File: src/rtl/line_burst_responder.sv
// Line-to-word burst responder: serves 128-bit cache line reads/writes as eight 16-bit memory beats.
// Optional macro CRITICAL_WORD_FIRST_EN starts read bursts at the requested word instead of word 0.
module line_burst_responder (
    input  logic         clk,
    input  logic         rst,
    input  logic         pmem_read,
    input  logic         pmem_write,
    input  logic [15:0]  pmem_address,
    input  logic [127:0] pmem_wdata,
    output logic [127:0] pmem_rdata,
    output logic         pmem_resp,
    output logic         mem_read,
    output logic         mem_write,
    output logic [15:0]  mem_address,
    output logic [15:0]  mem_wdata,
    output logic [1:0]   mem_byte_enable,
    input  logic [15:0]  mem_rdata,
    input  logic         mem_resp
);

    typedef enum logic [2:0] {
        IDLE    = 3'd0,
        RD_BEAT = 3'd1,
        RD_GAP  = 3'd2,
        WR_BEAT = 3'd3,
        WR_GAP  = 3'd4,
        RESP    = 3'd5
    } state_t;

    state_t         state;
    state_t         state_next;
    logic [11:0]    line_addr;
    logic [127:0]   wdata_q;
    logic [127:0]   line_buf;
    logic [127:0]   line_merged;
    logic [2:0]     beat;
    logic [3:0]     done;
    logic [2:0]     rd_start;
    logic           last_beat;
    logic           addr_unused;

`ifdef CRITICAL_WORD_FIRST_EN
    assign rd_start = pmem_address[3:1];
`else
    assign rd_start = 3'd0;
`endif

    // Offset bits only matter for the read start beat.
    assign addr_unused = ^pmem_address[3:0];
    assign last_beat   = (done == 4'd7);

    always_comb begin
        line_merged = line_buf;
        line_merged[{beat, 4'b0000} +: 16] = mem_rdata;
    end

    always_ff @(posedge clk) begin
        if (rst) begin
            state <= IDLE;
        end else begin
            state <= state_next;
        end
    end

    always_comb begin
        state_next = state;
        case (state)
            IDLE: begin
                if (pmem_write) begin
                    state_next = WR_BEAT;
                end else if (pmem_read) begin
                    state_next = RD_BEAT;
                end
            end
            RD_BEAT: begin
                if (mem_resp) begin
                    state_next = last_beat ? RESP : RD_GAP;
                end
            end
            RD_GAP:  state_next = RD_BEAT;
            WR_BEAT: begin
                if (mem_resp) begin
                    state_next = last_beat ? RESP : WR_GAP;
                end
            end
            WR_GAP:  state_next = WR_BEAT;
            RESP:    state_next = IDLE;
            default: state_next = IDLE;
        endcase
    end

    always_ff @(posedge clk) begin
        if (rst) begin
            line_addr  <= '0;
            wdata_q    <= '0;
            line_buf   <= '0;
            pmem_rdata <= '0;
            beat       <= '0;
            done       <= '0;
        end else begin
            case (state)
                IDLE: begin
                    if (pmem_write) begin
                        line_addr <= pmem_address[15:4];
                        wdata_q   <= pmem_wdata;
                        beat      <= 3'd0;
                        done      <= 4'd0;
                    end else if (pmem_read) begin
                        line_addr <= pmem_address[15:4];
                        beat      <= rd_start;
                        done      <= 4'd0;
                    end
                end
                RD_BEAT: begin
                    if (mem_resp) begin
                        line_buf <= line_merged;
                        beat     <= beat + 3'd1;
                        done     <= done + 4'd1;
                        // Publish the full line at the edge entering RESP.
                        if (last_beat) begin
                            pmem_rdata <= line_merged;
                        end
                    end
                end
                WR_BEAT: begin
                    if (mem_resp) begin
                        beat <= beat + 3'd1;
                        done <= done + 4'd1;
                    end
                end
                default: ;
            endcase
        end
    end

    always_comb begin
        mem_read        = (state == RD_BEAT);
        mem_write       = (state == WR_BEAT);
        pmem_resp       = (state == RESP);
        mem_address     = {line_addr, beat, 1'b0};
        mem_wdata       = wdata_q[{beat, 4'b0000} +: 16];
        mem_byte_enable = 2'b11;
    end

endmodule

File: config.mk
export PLATFORM = sky130hd
export DESIGN_NAME = line_burst_responder
export DESIGN_NICKNAME = d
export VERILOG_FILES = /design/src/rtl/line_burst_responder.sv
export SDC_FILE = /design/constraint.sdc
export NUM_CORES = 1
export LEC_CHECK = 0
export ABC_AREA = 0
export ABC_CLOCK_PERIOD_IN_PS = 3450
export BUFFER_PORTS_ARGS = -buffer_cell sky130_fd_sc_hd__buf_4
export CAP_MARGIN = 15
export CORE_ASPECT_RATIO = 0.8
export CORE_MARGIN = 2
export CORE_UTILIZATION = 55
export CTS_CLUSTER_DIAMETER = 80
export DETAILED_ROUTE_END_ITERATION = 16
export GPL_ROUTABILITY_DRIVEN = 1
export PLACE_DENSITY_LB_ADDON = 0.3
export SYNTH_ARGS = -nofsm -noshare
export SYNTH_HDL_FRONTEND = slang
export SYNTH_SLANG_ARGS = --single-unit
File: constraint.sdc
create_clock -name clk -period 3.45 [get_ports clk]
set_input_delay 0.5175 -clock clk [delete_from_list [all_inputs] [get_ports clk]]
set_output_delay 0.5175 -clock clk [all_outputs]
set_load 0.005 [all_outputs]
; ---- After elaboration in Yosys (flattened, before gate mapping)
; Cells that the tools add are included.
[totals]
regBits = 406
input_bits = 165
out_inout_bits = 165
wordCells = 51
[classes]
add_sub_neg = 3
eq_ne = 10
shifts = 3
n_mux = 18
reduce_logical = 10
[ops]
columns = operator, n
row1 = 128-bit bitwise mux, 1
row2 = 16-bit by 9-bit variable shift with 128-bit output (first input constant), 1
row3 = 128-bit by 8-bit variable part select with 16-bit output, 1
row4 = 16-bit by 9-bit variable part select with 128-bit output, 1
row5 = 12-bit 2-to-1 mux, 2
row6 = 3-bit 2-to-1 mux, 8
row7 = 3-bit one-hot mux with 5 select lines, 1
row8 = 4-bit 2-to-1 mux, 3
row9 = 7-bit negator with 9-bit output, 1
row10 = 3-bit AND reduction, 3
row11 = 4-bit one-hot mux with 2 select lines, 1
row12 = 3-bit by 2-bit equality test with 1-bit output (second input constant), 2
row13 = 3-bit equality test (second input constant), 2
row14 = 2-bit by 1-bit inequality test with 1-bit output (second input constant), 3
row15 = 3-bit one-hot mux with 2 select lines, 1
row16 = 2-bit AND reduction, 3
row17 = 4-bit by 1-bit adder with 4-bit output (second input constant), 1
row18 = 4-bit by 3-bit equality test with 1-bit output (second input constant), 1
row19 = 2-bit nonzero test, 2
row20 = 3-bit by 1-bit adder with 3-bit output (second input constant), 1
row21 = 3-bit by 1-bit equality test with 1-bit output (second input constant), 1
row22 = 3-bit zero test, 1
row23 = 3-bit inequality test (second input constant), 1
row24 = 2-bit OR reduction, 1
row25 = 1-bit 2-to-1 mux, 1

; ---- Depth between registers and ports, before layout
; Gate-level depths: netlist of run 1.
[depth]
depth_word = 4
mapped_depth = 12
mapped_depth_nobuf = 7

; ---- Least setup slack after synthesis of run 1
; Ideal clock, no wire load.
[synth_timing]
kind = register to register
from = register beat[1]
to = register pmem_rdata[117]
setup_ns = 0.123
arrival_time_ns = 2.736
required_time_ns = 3.327
path_slack_ns = 0.591
stages_incl_launch_ff = 12
n_path_buf = 4
synth_period_minus_slack_ns = 2.859
path_cell_list = dfxtp_1 -> buf_2 -> buf_1 -> inv_1 -> ha_1 -> ha_1 -> buf_2 -> nor2b_1 -> nand2_2 -> buf_2 -> a221oi_1 -> nor2_1
[synth_via]
elab_chain_cells = 3
elab_cells_between_ends = 4
classes_between = 1 x add/sub / 2 x shift / 1 x mux
[synth_lines]
columns = item, line_no
row1 = start: declaration, 36  ; logic [2:0] beat;
row2 = start signal: assignment, 110  ; beat <= rd_start;
row3 = start signal: assignment, 117  ; beat <= beat + 3'd1;
row4 = start signal: assignment, 127  ; beat <= beat + 3'd1;
row5 = 7-bit negator with 9-bit output *, 54  ; line_merged[{beat, 4'b0000} +: 16] = mem_rdata;
row6 = 16-bit by 9-bit variable part select with 128-bit output / 16-bit by 9-bit variable shift with 128-bit output (equally long branches), 54
row7 = 128-bit bitwise mux *, 54
row8 = end signal: assignment, 121  ; pmem_rdata <= line_merged;
row9 = end: declaration, 10  ; output logic [127:0] pmem_rdata,
; Every way passes the cells marked *; elsewhere a longest branch is shown, timed or not.
; A chain may end at the register's enable or synchronous reset.

; ---- Final worst setup path of run 1
[layout_timing]
from = register beat[0]
to = output mem_wdata[7]
[layout_via]
elab_chain_cells = 1
[layout_lines]
columns = item, line_no
row1 = 128-bit by 8-bit variable part select with 16-bit output, 141  ; mem_wdata = wdata_q[{beat, 4'b0000} +: 16];
row2 = end: declaration, 15  ; output logic [15:0] mem_wdata,
; No other way between the ends.

==> results.md, run 1 <==
Outcome:
- The flow ran to the end, and the final reports show no timing, DRC or antenna violations.

Timing:
- The worst relative slew slack is 26.3%.
- The highest achievable clock rate is 334 MHz.
- Final hold analysis gives a worst-case slack of 0.232 ns.
- The setup clock skew after layout is 0.0308 ns.
- The worst path in the final design needs a cycle of 3.00 ns, including I/O delays and setup.
- Setup repair after global routing left no endpoint under its margin.
- At the pin with the least slew margin, the transition time is 1.10 ns.
- The post-route fraction of the period consumed by the critical path is 86.8%.
- The final total negative setup slack is 0 ns.
- Setup violations remaining at the end of the flow were counted as 0.
- The number of slew-limit violations in the final report came to 0.
- The final-report hold violation count is 0.

Floorplanning:
- The total number of placement rows is 56.
- The starting utilization of the core area is 55.7%.
- From bottom edge to top edge, the die measures 158 um.
- In this run the count of I/O pins placed on the die edge is 330.
- The die extent in x is 197 um.
- The floorplan step defined a core boundary enclosing 0.0293 mm2.
- The floorplan step defined a die boundary enclosing 0.0311 mm2.

Worst hold path:
- The path class of the tightest hold or removal check is primary input to register.
- The worst hold path was traced through 3 stages.

Global route:
- The number of antenna violations at the first check in global routing is 0.
- The pin count of the biggest net entering global routing is 146.
- The first global-routing pass estimated 76100 um of wire.
- The number of global-route vias before repair is 14000.
- The all-layer global routing usage is 30.9%.
- The global-route congestion overflow total is 0.

Critical path:
- The worst setup path is launched from a register.
- At the worst endpoint, the required time is 2.93 ns.
- The data arrival time of the critical path is 2.48 ns.
- The maximum fanout encountered on the critical timing path is 19.
- The critical path endpoint category is an output pin.
- The number of cell instances on the worst register-to-register path is 7.
- The critical path start-end classification is register to output pin.

Route:
- In this run the remaining antenna-violating nets after routing total 0.
- Wires add up to 49200 um.
- The post-route DRC violation count is 0.
- The via density per instance is 5.97.
- After detailed routing, the average wire length per cell comes to 19.6 um.
- The total via count in the routed design is 14900.
- The DRC violation total after the first TritonRoute iteration is 1344.
- The first detailed-routing pass took 5 iterations.

Clock tree:
- The number of sinks driven by the clock tree is 406.
- The clock-pin slew of the registers on the worst-case setup and hold paths is 0.07 ns.
- The CTS root buffer is clkbuf_16.
- No sink is reached through more buffers than the 3 on the longest clock path.
- For the worst-skew pair, the clock arrives at the later sink with an insertion delay of 0.55 ns.
- The number of clock buffers inserted by TritonCTS is 40.
- Buffers added to address setup during post-CTS repair amount to 0.
- After clock tree synthesis, the repair step resized 0 gates.
- The count of hold buffers inserted by post-cts repair is 0.
- The maximum level of the CTS H-tree is 2.
- TritonCTS built the clock tree.

Synth:
- The share of async-settable or async-resettable flops after synthesis is 0%.
- The post-synthesis instance area is 0.0163 mm2.
- Summing the areas of all and, or, nand and nor instances in the mapped netlist gives 17.5% of the synthesized area.
- The gate count of the mapped netlist is 1874.
- In this run, synthesis produced a sequential element count of 406.
- The number of enable-type register cells in the synthesized netlist is 0.
- Among all flip-flop cells after synthesis, the most frequent one is dfxtp_1.
- During synthesis, Yosys emitted a total of 0 warnings.
- By area, the combinational part of the netlist is dominated by compound AO/OA/AOI/OAI gates.
- The fraction of the mapped netlist area in adder cells is 0.613%.
- The synthesized-area fraction occupied by xor and xnor cells is 0%.
- The multiplexer fraction of the synthesized cell area is 4.55%.
- A synthesized cell averages 8.71 um2.
- The fraction of the mapped netlist area in compound gates is 21.8%.
- The register area share after synthesis is 49.8%.
- The synthesized netlist contains 61 unique library cells.

Job:
- The number of maximum-capacitance constraint violations is 0.

Layout:
- The most common library cell in the layout ignoring fill and taps is nand2_1.
- Across the whole layout, storage elements account for 0.00813 mm2.
- The library cells used most frequently in the layout, excluding fill and tap cells, are nand2_1 (495), dfxtp_1 (404), buf_4 (344).
- Relative to the synthesized area, the layout overhead comes to 22.5%.
- The post-route netlist has 22.7% of its cells at a drive strength greater than 1.
- For this run, the post-layout net count is 2268.
- The repair_antennas step left the layout with diodes totalling 0.
- The multi-input combinational cells in the finished layout cover a total of 0.00729 mm2.
- The layout has 2362 filler cells.

Power and ir drop:
- The worst voltage drop across the vdd grid is 0.000349 V.
- In this run the static leakage power is 8.20 nW.
- The power density of the placed cells is 516 mW/mm2.

Place:
- The congestion estimate from routability-driven global placement came to 0.880.
- The estimated wirelength of the detail-placed design is 32700 um.
- Input and output buffers added on the ports amount to 322.
-- metrics by stage --
stage / instances / util [%] / worst slack, ns / instance area [um2] / total power [mW]
2_1_floorplan: 1875 / - / 0.591 / 16300 / 5.54
3_3_place_gp: 2429 / 63.5 / 0.665 / 18600 / 5.86
3_5_place_dp: 2429 / 63.5 / 0.496 / 18600 / 5.89
4_1_cts: 2501 / 68.2 / 0.429 / 20000 / 10.4
5_1_grt: 2502 / 68.2 / 0.176 / 20000 / 10.7
6_report: 2502 / 68.2 / 0.454 / 20000 / 10.3
-- path summary, 6_finish.rpt --
check | from | to | slack [ns]
max | beat[0] | mem_wdata[7] | 0.45
min | pmem_wdata[80] | wdata_q[80] | 0.23
max reg2reg | beat[0] | line_buf[1] | 0.48
min reg2reg | wdata_q[31] | wdata_q[31] | 0.45
-- where the power goes --
group	total, mW	switching [mW]	internal (mW)	leakage (nW)
Combinational	0.909	0.549	0.360	4.23
Clock	4.52	1.85	2.67	0.676
Sequential	4.89	0.0800	4.81	3.29
-- synth_stat cells (3+ instances only) --
cell / number / area, um2
nor3_2: 5 / 50.1
nand2_2: 4 / 25.0
dfxtp_1: 406 / 8130
nor2_1: 114 / 428
nand2_1: 496 / 1860
a22o_1: 61 / 534
o21ai_1: 11 / 55.1
buf_1: 5 / 18.8
ha_1: 8 / 100
nand3_1: 6 / 30.0
a31oi_1: 18 / 113
a31oi_4: 3 / 63.8
nand3b_1: 3 / 22.5
buf_4: 23 / 173
nor2b_1: 20 / 125
a32o_1: 3 / 30.0
inv_1: 5 / 18.8
and2_1: 5 / 31.3
nor3_1: 3 / 15.0
nor2_2: 3 / 18.8
o21ai_0: 147 / 736
and3_1: 3 / 18.8
and3b_1: 3 / 26.3
buf_2: 55 / 275
buf_6: 12 / 135
o22ai_1: 3 / 18.8
a221oi_1: 94 / 823
a21oi_1: 210 / 1050
clkbuf_1: 76 / 285
mux4_2: 32 / 721
-- cells by family after synthesis --
family          after synthesis
flops                       406
fa+ha+maj                     8
other cells                   2
simple gates                683
mux                          34
buf+inv                     179
compound gates              562
-- state kept, by name (all words and copies together) (netlist names) --
signal      count
pmem_rdata    128
beat            3
line_buf      128
line_addr      12
state           3
wdata_q       128
done            4
-- layout make-up --
cell class	count	share of cell area [%]
multi-input cells	1290	36.5
well taps	377	2.36
inverters	6	0.113
clock buffers	53	5.76
repair buffers	351	13.5
clock inverters	19	1.12
flip-flops and latches	406	40.7
-- routing by layer --
metal | wire length (um) | up-vias | global-route usage [%] | share of wire, %
met1 | 22100 | 7136 | 44.2 | 45
met5 | 0 | - | 0 | 0
met2 | 20800 | 731 | 45.7 | 42
li1 | - | 6967 | - | -
met3 | 4750 | 108 | 7.33 | 9.7
met4 | 1540 | 0 | 11.0 | 3.1
-- worst max-delay path, cell delays in order, from the launching register on --
cell and delay [ns]:
dfxtp_2 0.56, buf_4 0.42, mux4_2 0.64, nand2_1 0.10
nand2_1 0.05, buf_4 0.13
Note: power is estimated with default switching activity, not from simulation.
==> run 2, diff against run 1 <==
BUFFER_PORTS_ARGS = -buffer_cell sky130_fd_sc_hd__buf_2   (was -buffer_cell sky130_fd_sc_hd__buf_4)
==> run 2 against run 1 <==
Die area unchanged. Via count about the same. Sequential share of layout area increased by 1.8 points. Count of clock-buffer cells in the layout increased by 3. Utilization decreased by 2.8 points. Worst hold slack got worse by 0.010 ns. Non-clock buffer count decreased by 3. Clock power about the same. First-iteration DRC count increased by 14%. Critical path type is now register to register.
==> results.md, run 2 (synthesis results as in run 1) <==
Clock tree:
- The number of sinks driven by the clock tree was 406 (unchanged).
- The cell sitting at the root of the clock tree is a clkbuf_16.
- The maximum level of the CTS H-tree is 2 (unchanged).
- The number of clock buffers inserted by TritonCTS is 40 (unchanged).
- The number of post-CTS setup repair buffers came to 0 (unchanged).
- TritonCTS built the clock tree.
- The count of hold buffers inserted by post-cts repair is 0 (unchanged).
- The maximum buffer depth of the clock tree is 3 (unchanged).
- The clock latency at the later pin of the worst-skew pair is 0.53 ns (-0.02 ns).
- The post-cts repair resize count is 0 (unchanged).
- The clock-pin slew of the registers on the worst-case setup and hold paths is 0.06 ns (about the same).

Timing:
- The final count of negative-setup-slack endpoints is 0 (unchanged).
- The final worst hold slack is 0.222 ns (-0.0104 ns).
- The worst relative slew slack is 25.8% (-0.55 points).
- The post-route fraction of the period consumed by the critical path was 81.0% (-5.8 points).
- The slew at the pin closest to its max-slew limit came to 1.11 ns (+0.00819 ns).
- Setup repair after global routing left no endpoint under its margin.
- The final-report hold violation count came to 0 (unchanged).
- The final total negative setup slack came to 0 ns (unchanged).
- The setup clock skew after layout came to 0.0125 ns (-0.0183 ns).
- The minimum clock period is 2.80 ns (-0.200 ns).
- The highest achievable clock rate is 358 MHz (+7.2%).
- The number of slew-limit violations in the final report is 0 (unchanged).

Outcome:
- The flow ran to the end, and the final reports show no timing, DRC or antenna violations.

Critical path:
- The maximum fanout encountered on the critical timing path is 42 (+23).
- The type of origin of the critical path is a register.
- The data arrival time of the critical path was 3.26 ns (+0.78 ns).
- The required arrival time at the worst endpoint came to 3.92 ns (+0.99 ns).
- The worst setup path is of the register to register kind.
- The number of cell instances on the worst register-to-register path is 6 (-1).
- The critical path endpoint category is a register.

Floorplanning:
- The height of the chip is 158 um (unchanged).
- The full die area came to 0.0311 mm2 (unchanged).
- The total number of placement rows came to 56 (unchanged).
- The die extent in x is 197 um (unchanged).
- The number of I/O pins came to 330 (unchanged).
- The starting utilization of the core area is 55.7% (unchanged).
- The area of the core came to 0.0293 mm2 (unchanged).

Layout:
- The area used by sequential logic in the layout is 0.00813 mm2 (unchanged).
- Leaving out fill and tap cells, the most frequent cell in the layout is nand2_1.
- The layout net count came to 2265 (-0.13%).
- The largest registers in the layout are line_buf: 128 flops, pmem_rdata: 128 flops, wdata_q: 128 flops.
- The design area is 0.0192 mm2 (-4.1%).
- The total area of multi-input combinational cells is 0.00729 mm2 (unchanged).
- Relative to the synthesized area, the layout overhead comes to 17.4%.
- Leaving out fill and tap cells, the most frequent cells in the layout are nand2_1 (495), dfxtp_1 (404), buf_2 (321).
- The fill cell total of the finished layout is 2497 (+5.7%).
- The share of layout cells above drive strength 1 is 22.3% (-0.46 points).

Global route:
- The global-route congestion overflow total came to 0 (unchanged).
- The number of antenna violations at the first check in global routing is 6 (+6).
- The number of global-route vias before repair is 13800 (-1.2%).
- The pin count of the biggest net entering global routing is 146 (unchanged).
- The wire length of the first global-routing pass is 75400 um (-0.91%).
- The all-layer global routing usage is 30.7% (-0.25 points).

Power and ir drop:
- The cell internal power dissipation came to 7.83 mW (about the same).
- The standby leakage power is 8.05 nW (-1.8%).
- The power density of the placed cells was 536 mW/mm2 (+3.7%).
- The clock network power share is 44.1% (+0.3 points).
- The switching power share of the total is 23.7% (-0.41 points).
- The sum of internal, switching and leakage power is 10.3 mW (-0.57%).
- The part of the total power dissipated in sequential elements is 47.6% (+0.2 points).
- The combinational cell fraction of total power came to 8.3% (-0.5 points).
- The worst voltage drop across the vdd grid is 0.000402 V (+15%).
- The switching power is 2.43 mW (-2.3%).

Route:
- The total via count in the routed design is 14900 (+0.040%).
- The via density per instance is 5.99 (+0.24%).
- The post-route DRC violation count is 0 (unchanged).
- The total wirelength of the detailed-routed design came to 48900 um (-0.59%).
- The mean routed wirelength per cell is 19.6 um (-0.39%).
- The count of TritonRoute iterations in the first routing pass is 5 (unchanged).
- The DRC violation total after the first TritonRoute iteration was 1536 (+14%).
- The remaining antenna violation count after routing is 0 (unchanged).

Worst hold path:
- The class of the worst hold path is primary input to register.
- The number of instances on the worst hold path is 3 (unchanged).

Place:
- The cell area after placement is 0.0178 mm2 (-4.4%).
- The number of I/O port buffers is 322 (unchanged).
- The estimated wirelength of the detail-placed design is 32000 um (-1.9%).
- The global placer's final weighted congestion is 0.897 (+2.0%).

Job:
- The number of maximum-capacitance constraint violations is 0 (unchanged).
## run 2: changes by cell type in the layout (fill, tap and decap cells not counted), moves of 2 or more
cell / previous run / this run
clkinv_2: 7 / 3
buf_2: 0 / 321
buf_4: 344 / 19
clkinvlp_4: 3 / 1
clkbuf_1: 4 / 6
inv_6: 3 / 0
diode_2: 0 / 5
## run 2: routing by layer
metal  global-route usage (%)  up-vias  wire length, um
li1                         -     6967                -
met1                     44.5     7113            21400
met2                     44.3      738            20700
met3                     7.29      128             5120
met4                     11.3        2             1640
met5                        0        -               13
## run 2: metrics by stage
| step | utilization [%] | cells | setup slack, ns |
|---|---|---|---|
| floorplan | - | 1875 | 0.591 |
| global placement | 60.8 | 2426 | 0.792 |
| detailed placement | 60.8 | 2426 | 0.735 |
| CTS | 65.3 | 2491 | 0.663 |
| global route | 65.4 | 2497 | 0.487 |
| finish | 65.4 | 2497 | 0.654 |
## run 2: final timing paths
check                  start         endpoint  slack (ns)
max                  beat[1]  pmem_rdata[110]        0.65
min          pmem_wdata[100]     wdata_q[100]        0.22
max reg2reg          beat[1]  pmem_rdata[110]        0.65
min reg2reg      wdata_q[56]      wdata_q[56]        0.45
## run 2: final cells by class
| class | count | area share [%] |
|---|---|---|
| flip-flops and latches | 406 | 42.4 |
| well taps | 377 | 2.46 |
| diodes | 5 | 0.0653 |
| clock buffers | 56 | 6.12 |
| inverters | 6 | 0.118 |
| clock inverters | 9 | 0.901 |
| repair buffers | 348 | 9.85 |
| multi-input cells | 1290 | 38.0 |
## run 2: power by group through the flow
stage | Sequential, mW | Clock, mW | Combinational [mW]
after floorplan | 4.96 | 0 | 0.582
after global placement | 4.98 | 0 | 0.819
after detailed placement | 4.99 | 0 | 0.836
after CTS | 4.88 | 4.58 | 0.840
after global routing | 4.89 | 4.76 | 0.936
final | 4.89 | 4.52 | 0.854
## run 2: worst max-delay path: stages (launching register included)
cell       delay, ns
dfxtp_2         0.33
buf_4           0.52
ha_1            0.40
nand4bb_4       0.15
nor3_2          0.85
a221oi_1        0.34
nor2_1          0.15
